$ cat config.mk
export PLATFORM = sky130hd
export DESIGN_NAME = ctrl_pipeline_flat
export DESIGN_NICKNAME = d
export VERILOG_FILES = /design/src/rtl/ctrl_pipeline_if.sv /design/src/rtl/ctrl_pipeline.sv /design/src/flat_wrapper.sv
export SDC_FILE = /design/constraint.sdc
export NUM_CORES = 1
export LEC_CHECK = 0
export CORE_UTILIZATION = 51
export CTS_CLUSTER_DIAMETER = 80
export CTS_CLUSTER_SIZE = 20
export DETAILED_ROUTE_END_ITERATION = 12
export GPL_TIMING_DRIVEN = 0
export PLACE_DENSITY = 0.83
export SKIP_CTS_REPAIR_TIMING = 1
export SYNTH_ARGS = -nofsm -noshare
export SYNTH_HDL_FRONTEND = slang
export SYNTH_SLANG_ARGS = --single-unit
export TNS_END_PERCENT = 100
$ cat constraint.sdc
create_clock -name clk_i -period 2.3 [get_ports clk_i]
set_input_delay 0.345 -clock clk_i [delete_from_list [all_inputs] [get_ports clk_i]]
set_output_delay 0.345 -clock clk_i [all_outputs]
set_load 0.005 [all_outputs]
$ cat src/rtl/ctrl_pipeline_if.sv
// ID-stage control inputs and EX/MEM/WB control outputs of the pipeline control block.
// The decoder drives the inputs during the ID cycle; the inputs are sampled on the rising clock edge.
interface ctrl_pipeline_if;
  logic       RegWrite_i;
  logic       MemtoReg_i;
  logic       MemRead_i;
  logic       MemWrite_i;
  logic       ALUSrc_i;
  logic       Branch_i;
  logic [2:0] ALUOp_i;
  logic [4:0] rs1_i;
  logic [4:0] rs2_i;
  logic [4:0] rd_i;
  logic       flush_i;

  logic [2:0] ex_ALUOp_o;
  logic       ex_ALUSrc_o;
  logic       ex_Branch_o;
  logic       mem_MemRead_o;
  logic       mem_MemWrite_o;
  logic       wb_RegWrite_o;
  logic       wb_MemtoReg_o;
  logic [4:0] wb_rd_o;
  logic       stall_o;
  logic [1:0] fwd_a_o;
  logic [1:0] fwd_b_o;

  modport slave (
    input  RegWrite_i, MemtoReg_i, MemRead_i, MemWrite_i, ALUSrc_i, Branch_i,
    input  ALUOp_i, rs1_i, rs2_i, rd_i, flush_i,
    output ex_ALUOp_o, ex_ALUSrc_o, ex_Branch_o, mem_MemRead_o, mem_MemWrite_o,
    output wb_RegWrite_o, wb_MemtoReg_o, wb_rd_o, stall_o, fwd_a_o, fwd_b_o
  );

  modport master (
    output RegWrite_i, MemtoReg_i, MemRead_i, MemWrite_i, ALUSrc_i, Branch_i,
    output ALUOp_i, rs1_i, rs2_i, rd_i, flush_i,
    input  ex_ALUOp_o, ex_ALUSrc_o, ex_Branch_o, mem_MemRead_o, mem_MemWrite_o,
    input  wb_RegWrite_o, wb_MemtoReg_o, wb_rd_o, stall_o, fwd_a_o, fwd_b_o
  );
endinterface

$ cat src/rtl/ctrl_pipeline.sv
// EX/MEM/WB control pipeline with load-use stall detection, flush bubbles and forwarding select.
// MEM and WB always advance; only the EX load is replaced by a bubble on a hazard or flush.
module ctrl_pipeline (
  input logic           clk_i,
  input logic           rst_i,
  ctrl_pipeline_if.slave bus
);
  typedef struct packed {
    logic       reg_write;
    logic       mem_to_reg;
    logic       mem_read;
    logic       mem_write;
    logic       alu_src;
    logic       branch;
    logic [2:0] alu_op;
    logic [4:0] rs1;
    logic [4:0] rs2;
    logic [4:0] rd;
  } ex_t;

  typedef struct packed {
    logic       reg_write;
    logic       mem_to_reg;
    logic       mem_read;
    logic       mem_write;
    logic [4:0] rd;
  } mem_t;

  typedef struct packed {
    logic       reg_write;
    logic       mem_to_reg;
    logic [4:0] rd;
  } wb_t;

  ex_t  ex_d,  ex_q;
  mem_t mem_d, mem_q;
  wb_t  wb_d,  wb_q;
  logic hazard;

  // MEM result is newer than WB result, so it wins when both match.
  function automatic logic [1:0] fwd_sel(input logic [4:0] rs,
                                         input logic mem_rw, input logic [4:0] mem_rd,
                                         input logic wb_rw,  input logic [4:0] wb_rd);
    if (mem_rw && (mem_rd != 5'd0) && (mem_rd == rs))
      return 2'b10;
    else if (wb_rw && (wb_rd != 5'd0) && (wb_rd == rs))
      return 2'b01;
    else
      return 2'b00;
  endfunction

  always_comb begin
    hazard = ex_q.mem_read && (ex_q.rd != 5'd0) &&
             ((ex_q.rd == bus.rs1_i) || (ex_q.rd == bus.rs2_i));
  end

  always_comb begin
    ex_d = '0;
    if (!(hazard || bus.flush_i)) begin
      ex_d.reg_write  = bus.RegWrite_i;
      ex_d.mem_to_reg = bus.MemtoReg_i;
      ex_d.mem_read   = bus.MemRead_i;
      ex_d.mem_write  = bus.MemWrite_i;
      ex_d.alu_src    = bus.ALUSrc_i;
      ex_d.branch     = bus.Branch_i;
      ex_d.alu_op     = bus.ALUOp_i;
      ex_d.rs1        = bus.rs1_i;
      ex_d.rs2        = bus.rs2_i;
      ex_d.rd         = bus.rd_i;
    end
    mem_d.reg_write  = ex_q.reg_write;
    mem_d.mem_to_reg = ex_q.mem_to_reg;
    mem_d.mem_read   = ex_q.mem_read;
    mem_d.mem_write  = ex_q.mem_write;
    mem_d.rd         = ex_q.rd;
    wb_d.reg_write   = mem_q.reg_write;
    wb_d.mem_to_reg  = mem_q.mem_to_reg;
    wb_d.rd          = mem_q.rd;
  end

  always_ff @(posedge clk_i or negedge rst_i) begin
    if (!rst_i) begin
      ex_q  <= '0;
      mem_q <= '0;
      wb_q  <= '0;
    end else begin
      ex_q  <= ex_d;
      mem_q <= mem_d;
      wb_q  <= wb_d;
    end
  end

  assign bus.ex_ALUOp_o     = ex_q.alu_op;
  assign bus.ex_ALUSrc_o    = ex_q.alu_src;
  assign bus.ex_Branch_o    = ex_q.branch;
  assign bus.mem_MemRead_o  = mem_q.mem_read;
  assign bus.mem_MemWrite_o = mem_q.mem_write;
  assign bus.wb_RegWrite_o  = wb_q.reg_write;
  assign bus.wb_MemtoReg_o  = wb_q.mem_to_reg;
  assign bus.wb_rd_o        = wb_q.rd;
  // A flush already kills the ID instruction, so holding the front end would be wrong.
  assign bus.stall_o        = hazard && !bus.flush_i;
  assign bus.fwd_a_o        = fwd_sel(ex_q.rs1, mem_q.reg_write, mem_q.rd, wb_q.reg_write, wb_q.rd);
  assign bus.fwd_b_o        = fwd_sel(ex_q.rs2, mem_q.reg_write, mem_q.rd, wb_q.reg_write, wb_q.rd);
endmodule

$ cat src/flat_wrapper.sv
// flat-port wrapper written by rule: the top's interface ports become plain ports
module ctrl_pipeline_flat 
  (clk_i, rst_i, bus_RegWrite_i, bus_MemtoReg_i, bus_MemRead_i, bus_MemWrite_i, bus_ALUSrc_i, bus_Branch_i, bus_ALUOp_i, bus_rs1_i, bus_rs2_i, bus_rd_i, bus_flush_i, bus_ex_ALUOp_o, bus_ex_ALUSrc_o, bus_ex_Branch_o, bus_mem_MemRead_o, bus_mem_MemWrite_o, bus_wb_RegWrite_o, bus_wb_MemtoReg_o, bus_wb_rd_o, bus_stall_o, bus_fwd_a_o, bus_fwd_b_o);
  ctrl_pipeline_if bus_i ();
  input logic clk_i;
  input logic rst_i;
  input wire logic [$bits(bus_i.RegWrite_i)-1:0] bus_RegWrite_i;
  input wire logic [$bits(bus_i.MemtoReg_i)-1:0] bus_MemtoReg_i;
  input wire logic [$bits(bus_i.MemRead_i)-1:0] bus_MemRead_i;
  input wire logic [$bits(bus_i.MemWrite_i)-1:0] bus_MemWrite_i;
  input wire logic [$bits(bus_i.ALUSrc_i)-1:0] bus_ALUSrc_i;
  input wire logic [$bits(bus_i.Branch_i)-1:0] bus_Branch_i;
  input wire logic [$bits(bus_i.ALUOp_i)-1:0] bus_ALUOp_i;
  input wire logic [$bits(bus_i.rs1_i)-1:0] bus_rs1_i;
  input wire logic [$bits(bus_i.rs2_i)-1:0] bus_rs2_i;
  input wire logic [$bits(bus_i.rd_i)-1:0] bus_rd_i;
  input wire logic [$bits(bus_i.flush_i)-1:0] bus_flush_i;
  output wire logic [$bits(bus_i.ex_ALUOp_o)-1:0] bus_ex_ALUOp_o;
  output wire logic [$bits(bus_i.ex_ALUSrc_o)-1:0] bus_ex_ALUSrc_o;
  output wire logic [$bits(bus_i.ex_Branch_o)-1:0] bus_ex_Branch_o;
  output wire logic [$bits(bus_i.mem_MemRead_o)-1:0] bus_mem_MemRead_o;
  output wire logic [$bits(bus_i.mem_MemWrite_o)-1:0] bus_mem_MemWrite_o;
  output wire logic [$bits(bus_i.wb_RegWrite_o)-1:0] bus_wb_RegWrite_o;
  output wire logic [$bits(bus_i.wb_MemtoReg_o)-1:0] bus_wb_MemtoReg_o;
  output wire logic [$bits(bus_i.wb_rd_o)-1:0] bus_wb_rd_o;
  output wire logic [$bits(bus_i.stall_o)-1:0] bus_stall_o;
  output wire logic [$bits(bus_i.fwd_a_o)-1:0] bus_fwd_a_o;
  output wire logic [$bits(bus_i.fwd_b_o)-1:0] bus_fwd_b_o;
  assign bus_i.RegWrite_i = bus_RegWrite_i;
  assign bus_i.MemtoReg_i = bus_MemtoReg_i;
  assign bus_i.MemRead_i = bus_MemRead_i;
  assign bus_i.MemWrite_i = bus_MemWrite_i;
  assign bus_i.ALUSrc_i = bus_ALUSrc_i;
  assign bus_i.Branch_i = bus_Branch_i;
  assign bus_i.ALUOp_i = bus_ALUOp_i;
  assign bus_i.rs1_i = bus_rs1_i;
  assign bus_i.rs2_i = bus_rs2_i;
  assign bus_i.rd_i = bus_rd_i;
  assign bus_i.flush_i = bus_flush_i;
  assign bus_ex_ALUOp_o = bus_i.ex_ALUOp_o;
  assign bus_ex_ALUSrc_o = bus_i.ex_ALUSrc_o;
  assign bus_ex_Branch_o = bus_i.ex_Branch_o;
  assign bus_mem_MemRead_o = bus_i.mem_MemRead_o;
  assign bus_mem_MemWrite_o = bus_i.mem_MemWrite_o;
  assign bus_wb_RegWrite_o = bus_i.wb_RegWrite_o;
  assign bus_wb_MemtoReg_o = bus_i.wb_MemtoReg_o;
  assign bus_wb_rd_o = bus_i.wb_rd_o;
  assign bus_stall_o = bus_i.stall_o;
  assign bus_fwd_a_o = bus_i.fwd_a_o;
  assign bus_fwd_b_o = bus_i.fwd_b_o;
  ctrl_pipeline u_core (.clk_i(clk_i), .rst_i(rst_i), .bus(bus_i));
endmodule
==> results of run 1 <==
report_power, final:
group	switching, uW	total (uW)	internal, uW
Sequential	36.2	777	741
Combinational	99.8	237	137
Clock	222	449	227
metrics by stage:
| stage | total power, uW | utilization [%] |
|---|---|---|
| final | 1463 | 75.79 |
| after global routing | 1532 | 75.79 |
| after CTS | 1455 | 73.49 |
| after detailed placement | 1008 | 70.95 |
| after global placement | 996.5 | 71.11 |
| after floorplan | 887.2 | - |
per-layer routing:
| layer | GRT usage (%) | up-vias | share of wire (%) |
|---|---|---|---|
| met5 | 0 | - | 0 |
| met4 | 12.96 | 0 | 2.1 |
| li1 | - | 604 | - |
| met1 | 22.37 | 598 | 37 |
| met3 | 5.117 | 9 | 3.5 |
| met2 | 40.82 | 39 | 57 |
cell families after synthesis:
family | Yosys count | share of synthesized area, %
AOI/OAI and AO/OA | 28 | 8.574
xor gates and xnor gates | 30 | 15.13
buffers and inverters | 9 | 3.602
DFF | 40 | 57.64
and+or+nand+nor | 40 | 15.06
worst paths after layout:
path                       slack [ns]  cells after the start               to
min                              0.08                      1   u_core.ex_q[4]
max in group asynchronous        1.65                      1  u_core.mem_q[4]
min in group clk_i               0.36                      0  u_core.mem_q[7]
max reg2reg                      0.64                      4  u_core.ex_q[11]
max                             -0.13                      4   bus_fwd_b_o[1]
min reg2reg                      0.36                      0  u_core.mem_q[7]
synthesized netlist by cell type, drive strengths merged:
library cell  count
or4               5
and3b             1
nor4              4
clkbuf            2
o22ai             1
buf               7
dfrtp            40
nand2b           24
a21oi            24
nand2             2
o21a              1
xor2             14
xnor2            16
o21ai             2
nand3             4
state kept, by name (all words and copies together), names as in the netlist:
name                       flops
u_core.bus.wb_MemtoReg_o       1
u_core.bus.mem_MemWrite_o      1
u_core.mem_q                   7
u_core.bus.mem_MemRead_o       1
u_core.ex_q                   19
u_core.bus.ex_ALUSrc_o         1
u_core.bus.ex_ALUOp_o          3
u_core.bus.wb_RegWrite_o       1
u_core.bus.wb_rd_o             5
u_core.bus.ex_Branch_o         1
placed cells by master, fill, tap and decap left out:
master / n
or4_4: 2
buf_6: 2
nand2_1: 2
clkinv_2: 1
buf_4: 7
o21a_4: 1
dfrtp_1: 38
xor2_1: 14
clkdlybuf4s50_1: 41
clkbuf_4: 5
nand3_1: 4
bufinv_16: 1
a21oi_1: 24
dlymetal6s2s_1: 2
o22ai_4: 1
xnor2_1: 16
buf_2: 4
o21ai_1: 1
nand2b_1: 24
dfrtp_2: 2
o21ai_2: 1
and3b_1: 1
nor4_2: 4
clkinvlp_4: 1
clkbuf_1: 2
or4_1: 3
area by class of cell:
| cell class | instances | area, um^2 |
|---|---|---|
| flip-flops and latches | 40 | 1003 |
| plain buffers | 9 | 62.56 |
| clock inverters | 3 | 42.54 |
| well taps | 44 | 55.05 |
| repair buffers | 49 | 475.5 |
| multi-input cells | 98 | 713.2 |
| clock buffers | 5 | 37.54 |
| fillers | 229 | 763.2 |
==> flow_metrics.tcl, run 1 <==
set metrics [dict create \
    setup_tns_ns -0.4577 \
    slowest_delay_ns 0.55 \
    yosysTopAreaCellShare_pct 57.64 \
    crit_chain "or4_4 > o21ai_2 > nor4_2 > clkdlybuf4s50_1" \
    cellPowerDensity_nw_per_um2 612.0 \
    place_area_um2 2237 \
    syn_area_um2 1737 \
    insertion_delay_ns 0.34 \
    die_w_um 60.36 \
    grt_overflow 0 \
    power_leakage_uw 0.001091 \
    drtIter0Drc 18 \
    yosysSeqAreaShare_pct 57.64 \
    critPathLaunchType "flip-flop" \
    worstPathRequired_ns 1.96 \
    hold_ws_ns 0.08259 \
    die_y_um 60.36 \
    vdd.ir_drop.worst_v 0.0003942 \
    min_period_over_period_pct 105.7 \
    tritoncts "done" \
    start_util_pct 55.08 \
    nets 230 \
    finish.instance_area_um2 2390 \
    maxSlewViolCount 0 \
    gp_congestion 0.8525 \
    reg2reg_from "u_core.ex_q[0]" \
    postRouteAntennaNets 0 \
    port_buffers 45 \
    grt_max_degree 41 \
    dieArea_um2 3643 \
    worst_setup_path_end_kind "primary output" \
    rows 20 \
    startpoint "u_core.mem_q[0]" \
    slowest_stage "or4_4" \
    clock.fmax_ghz 0.4114 \
    min_path_type "input pin to asynchronous set/reset pin" \
    synthesis.nets 174 \
    cp_max_fo 4 \
    dpl_worst_slack_ns -0.2579 \
    pin_count 46 \
    first_global_vias 1259 \
    path_class "flip-flop to primary output" \
    hold_viol_final 0 \
    slew_headroom_pct 45.11 \
    synth_warnings 0 \
    core_area_um2 3153 \
    synth_cells 147 \
    clk_path_buf_depth 2 \
    dp.cells 236 \
    fin_crit_ns 2.431 \
    vias 1250 \
    track_usage_pct 22.03 \
    drc 0 \
    routed_wl_um 3698 \
    num_antenna_cells 0 \
    avgSynthCellArea_um2 11.81 \
    via_per_inst 5.040 \
    numCtsBuffers 5 \
    stdcell_count 248 \
    crit_family "simple AND/OR/NAND/NOR gates" \
    netlist_top_cells_area "dfrtp_1, nand2b_1, xnor2_1" \
    antenna_found_initial 0 \
    fin_ws_ns -0.1308 \
    finalSetupViolations 4 \
    dr.pass1.iters 4 \
    drive_gt1_share_pct 15.69 \
    finClkSkew_ns 0.003148 \
    yosysUniqueCellTypes 19 \
    area_delta_synth_final_pct 37.61 \
    hpwl_um 2705 \
    synth_largest_area_cell "dfrtp_1" \
    htree_levels 2 \
    synth_seq_cells 40 \
    violations "negative setup slack" \
    cts_root_buf "clkbuf_4" \
    grt_pass1_wl_um 5526 \
    cp_num_buf_inv 1 \
    wl_per_cell_um 14.91 \
    status "finished, violations left" \
    worst_slew_pin_slew_ns 0.8233 \
    cts_sinks 40 \
    rsz0062_at_grt "true" \
    maxCapViolCount 0 \
    arrival_ns 2.09 \
    clkTransAtPathRegs_ns 0.11 \
]
(Power assumes the default switching activity.)
==> run 2: changes to the inputs <==
ABC_AREA = 1   (was unset)
PLACE_DENSITY = 0.86   (was 0.83)
SKIP_CTS_REPAIR_TIMING = unset   (was 1)
==> run 2 against run 1 <==
  * The run now ends clean
  * Clock power fell by 29%
  * Combinational power fell by 12%
  * Sequential cell count did not move
  * First-iteration DRC count fell by 17%
  * Die area fell by 1.8%
  * Sequential share of layout area rose by 2.1 points
  * Fmax rose by 10%
  * Cell count rose by 11%
  * Core utilization fell by 2.6 points
  * Clock-buffer cell count rose by 1
  * Synthesized cell count rose by 22%
  * Setup slack improved by 0.22 ns
  * Critical path type unchanged
  * Highest routed layer unchanged
==> flow_metrics.tcl, run 2 <==
set metrics [dict create \
    status "finished, final reports clean" \
    synth_top_flop_cell "dfrtp_1" \
    place_area_um2 2205 \
    vias 1226 \
    finClkSkew_ns 0.005595 \
    cts_sinks 40 \
    port_buffers 45 \
    p_clk_share_pct 24.5 \
    drive_gt1_share_pct 9.091 \
    cp_max_fo 4 \
    maxSlewViolCount 0 \
    mostFrequentLayoutCells "clkdlybuf4s50_1, dfrtp_1, nor2_1" \
    cp_num_buf_inv 1 \
    wl_per_cell_um 10.77 \
    yosysUniqueCellTypes 15 \
    worst_setup_path_end_kind "primary output" \
    fin_crit_ns 2.209 \
    fin_ws_ns 0.09148 \
    slowest_delay_ns 0.53 \
    synth_largest_area_cell "dfrtp_1" \
    synth_most_common_cell "dfrtp_1" \
    rows 20 \
    grtUsageMet2_pct 35.71 \
    p_seq_share_pct 59.5 \
    n_fill_cell 244 \
    grtUsageMet3_pct 6.710 \
    hpwl_um 2179 \
    syn_area_um2 1704 \
    dpl_worst_slack_ns -0.01299 \
    grt_max_degree 41 \
    arrival_ns 1.86 \
    hold_viol_final 0 \
    track_usage_pct 19.62 \
    final_common_cell "clkdlybuf4s50_1" \
    comb_power_share_pct 16.0 \
    die_y_um 59.81 \
    multi_input_area_um2 548.0 \
    num_antenna_cells 0 \
    intPower_uw 973.8 \
    clkTransAtPathRegs_ns 0.11 \
    total_power_uw 1300 \
    die_w_um 59.81 \
    stdcell_count 275 \
    synth_cells 179 \
    path_class "flip-flop to primary output" \
    power_leakage_uw 0.001159 \
    start_util_pct 54.92 \
    pin_count 46 \
    area_delta_synth_final_pct 33.33 \
    slowest_stage "clkdlybuf4s50_1" \
    grt_overflow 0 \
    gp_congestion 0.7859 \
    synth_seq_cells 40 \
    nets 258 \
    crit_family "buffers and inverters" \
    via_per_inst 4.458 \
    clock.fmax_ghz 0.4528 \
    largest_reg_flops 19 \
    yosysSeqAreaShare_pct 58.74 \
    min_path_type "input pin to asynchronous set/reset pin" \
    vdd.ir_drop.worst_v 0.0003978 \
    htree_levels 2 \
    insertion_delay_ns 0.34 \
    worst_slew_pin_slew_ns 0.8493 \
    first_global_vias 1227 \
    finish.instance_area_um2 2272 \
    min_period_over_period_pct 96.02 \
    async_flop_share_pct 100.0 \
    finalSetupViolations 0 \
    synth_warnings 0 \
    dr.pass1.iters 4 \
    synthesis.nets 206 \
    dieArea_um2 3577 \
    avgSynthCellArea_um2 9.520 \
    grt_pass1_wl_um 4885 \
    tritoncts "done" \
    slew_headroom_pct 43.38 \
    p_sw_uw 326.3 \
    synth_edf_count 0 \
    netlist_top_cells_area "dfrtp_1, xnor2_1, nor2_1" \
    antenna_found_initial 0 \
    ys_top_cells_by_count "dfrtp_1, nor2_1, inv_1" \
    maxCapViolCount 0 \
    yosysTopAreaCellShare_pct 58.74 \
    numCtsBuffers 5 \
    largest-register "u_core.ex_q" \
    cts_hold_buf 0 \
    cts_root_buf "clkbuf_4" \
    met1_usage_pct 19.56 \
    critPathLaunchType "flip-flop" \
    rsz0062_at_grt "true" \
    switching_share_pct 25.10 \
    drtIter0Drc 15 \
    clk_path_buf_depth 2 \
    grt-busiest-layer "met2" \
    crit_chain "xnor2_2 > nand4_1 > nor3_2 > clkdlybuf4s50_1" \
    regArea_um2 1002 \
    postRouteAntennaNets 0 \
    routed_wl_um 2961 \
    cellPowerDensity_nw_per_um2 572.2 \
    dp.cells 268 \
    worstPathRequired_ns 1.96 \
    drc 0 \
    cts_setup_buffers 0 \
    core_area_um2 3103 \
]
==> run 2: cell count changes after synthesis, sizes merged, moves of 3 or more <==
cell,change
nor2,+38
inv,+33
nand2,+26
a21oi,-24
nand2b,-24
xor2,-8
nand4,+5
or4,-5
nor4,-4
nor3,+3
==> run 2: metal layers <==
layer | part of all wire, % | up-vias
li1 | - | 630
met1 | 40 | 551
met2 | 51 | 40
met3 | 6.5 | 5
met4 | 1.8 | 0
met5 | 0 | -
==> run 2: kinds of logic (layout without fill, tap and decap cells) <==
group           Yosys count  count (layout)  synth area share (%)
xor+xnor                 22              22                 11.31
simple gates             76              76                 18.72
compound gates            3               3                0.8808
flops                    40              40                 58.74
buf+inv                  38              90                 10.35
==> run 2: cell type report <==
class                           count  area share [%]
Timing Repair Buffer               45           19.55
Multi-Input combinational cell    101           24.12
Clock buffer                        6           1.817
Clock inverter                      1          0.2203
Inverter                           33           5.452
Tap cell                           44           2.423
Sequential cell                    40           44.11
Buffer                              5           2.313
==> run 2: what timing repair did <==
action | 4_1_cts | 5_1_grt
setup endpoints to repair | 2 | 4
pin swaps | 0 | 0
resized for setup | 2 | 5
==> run 2: path summary, 6_finish.rpt <==
path                            startpoint                  endpoint  slack (ns)  depth (start not counted)
setup / recovery           u_core.mem_q[0]            bus_fwd_a_o[1]        0.09                          4
hold / removal                       rst_i  u_core.bus.wb_MemtoReg_o         0.1                          1
setup reg to reg            u_core.ex_q[1]            u_core.ex_q[9]        0.91                         10
hold reg to reg            u_core.ex_q[23]           u_core.mem_q[8]        0.36                          0
max in group asynchronous            rst_i           u_core.mem_q[0]        1.62                          1
min in group clk_i         u_core.ex_q[23]           u_core.mem_q[8]        0.36                          0
==> run 2: per-stage QoR <==
step,hold slack [ns],util (%),setup TNS [ns]
after floorplan,0.04941,-,0
after global placement,0.3336,71.21,0
after detailed placement,0.3347,71.05,-0.01299
after CTS,0.1078,72.66,0
after global routing,0.1582,73.23,-0.04913
final,0.09866,73.23,0
==> run 2: power groups by stage <==
| stage | clock network (uW) | logic [uW] | registers [uW] |
|---|---|---|---|
| floorplan | 0 | 98.5 | 782 |
| detailed placement | 0 | 205 | 787 |
| global route | 361 | 231 | 779 |
| CTS | 337 | 208 | 773 |
| global placement | 0 | 202 | 785 |
| finish | 319 | 208 | 774 |
==> run 3: changes to the inputs <==
HOLD_SLACK_MARGIN = 0.05   (was unset)
==> results of run 3 <==
Final layout, timing and power as in run 2 (identical DEF).
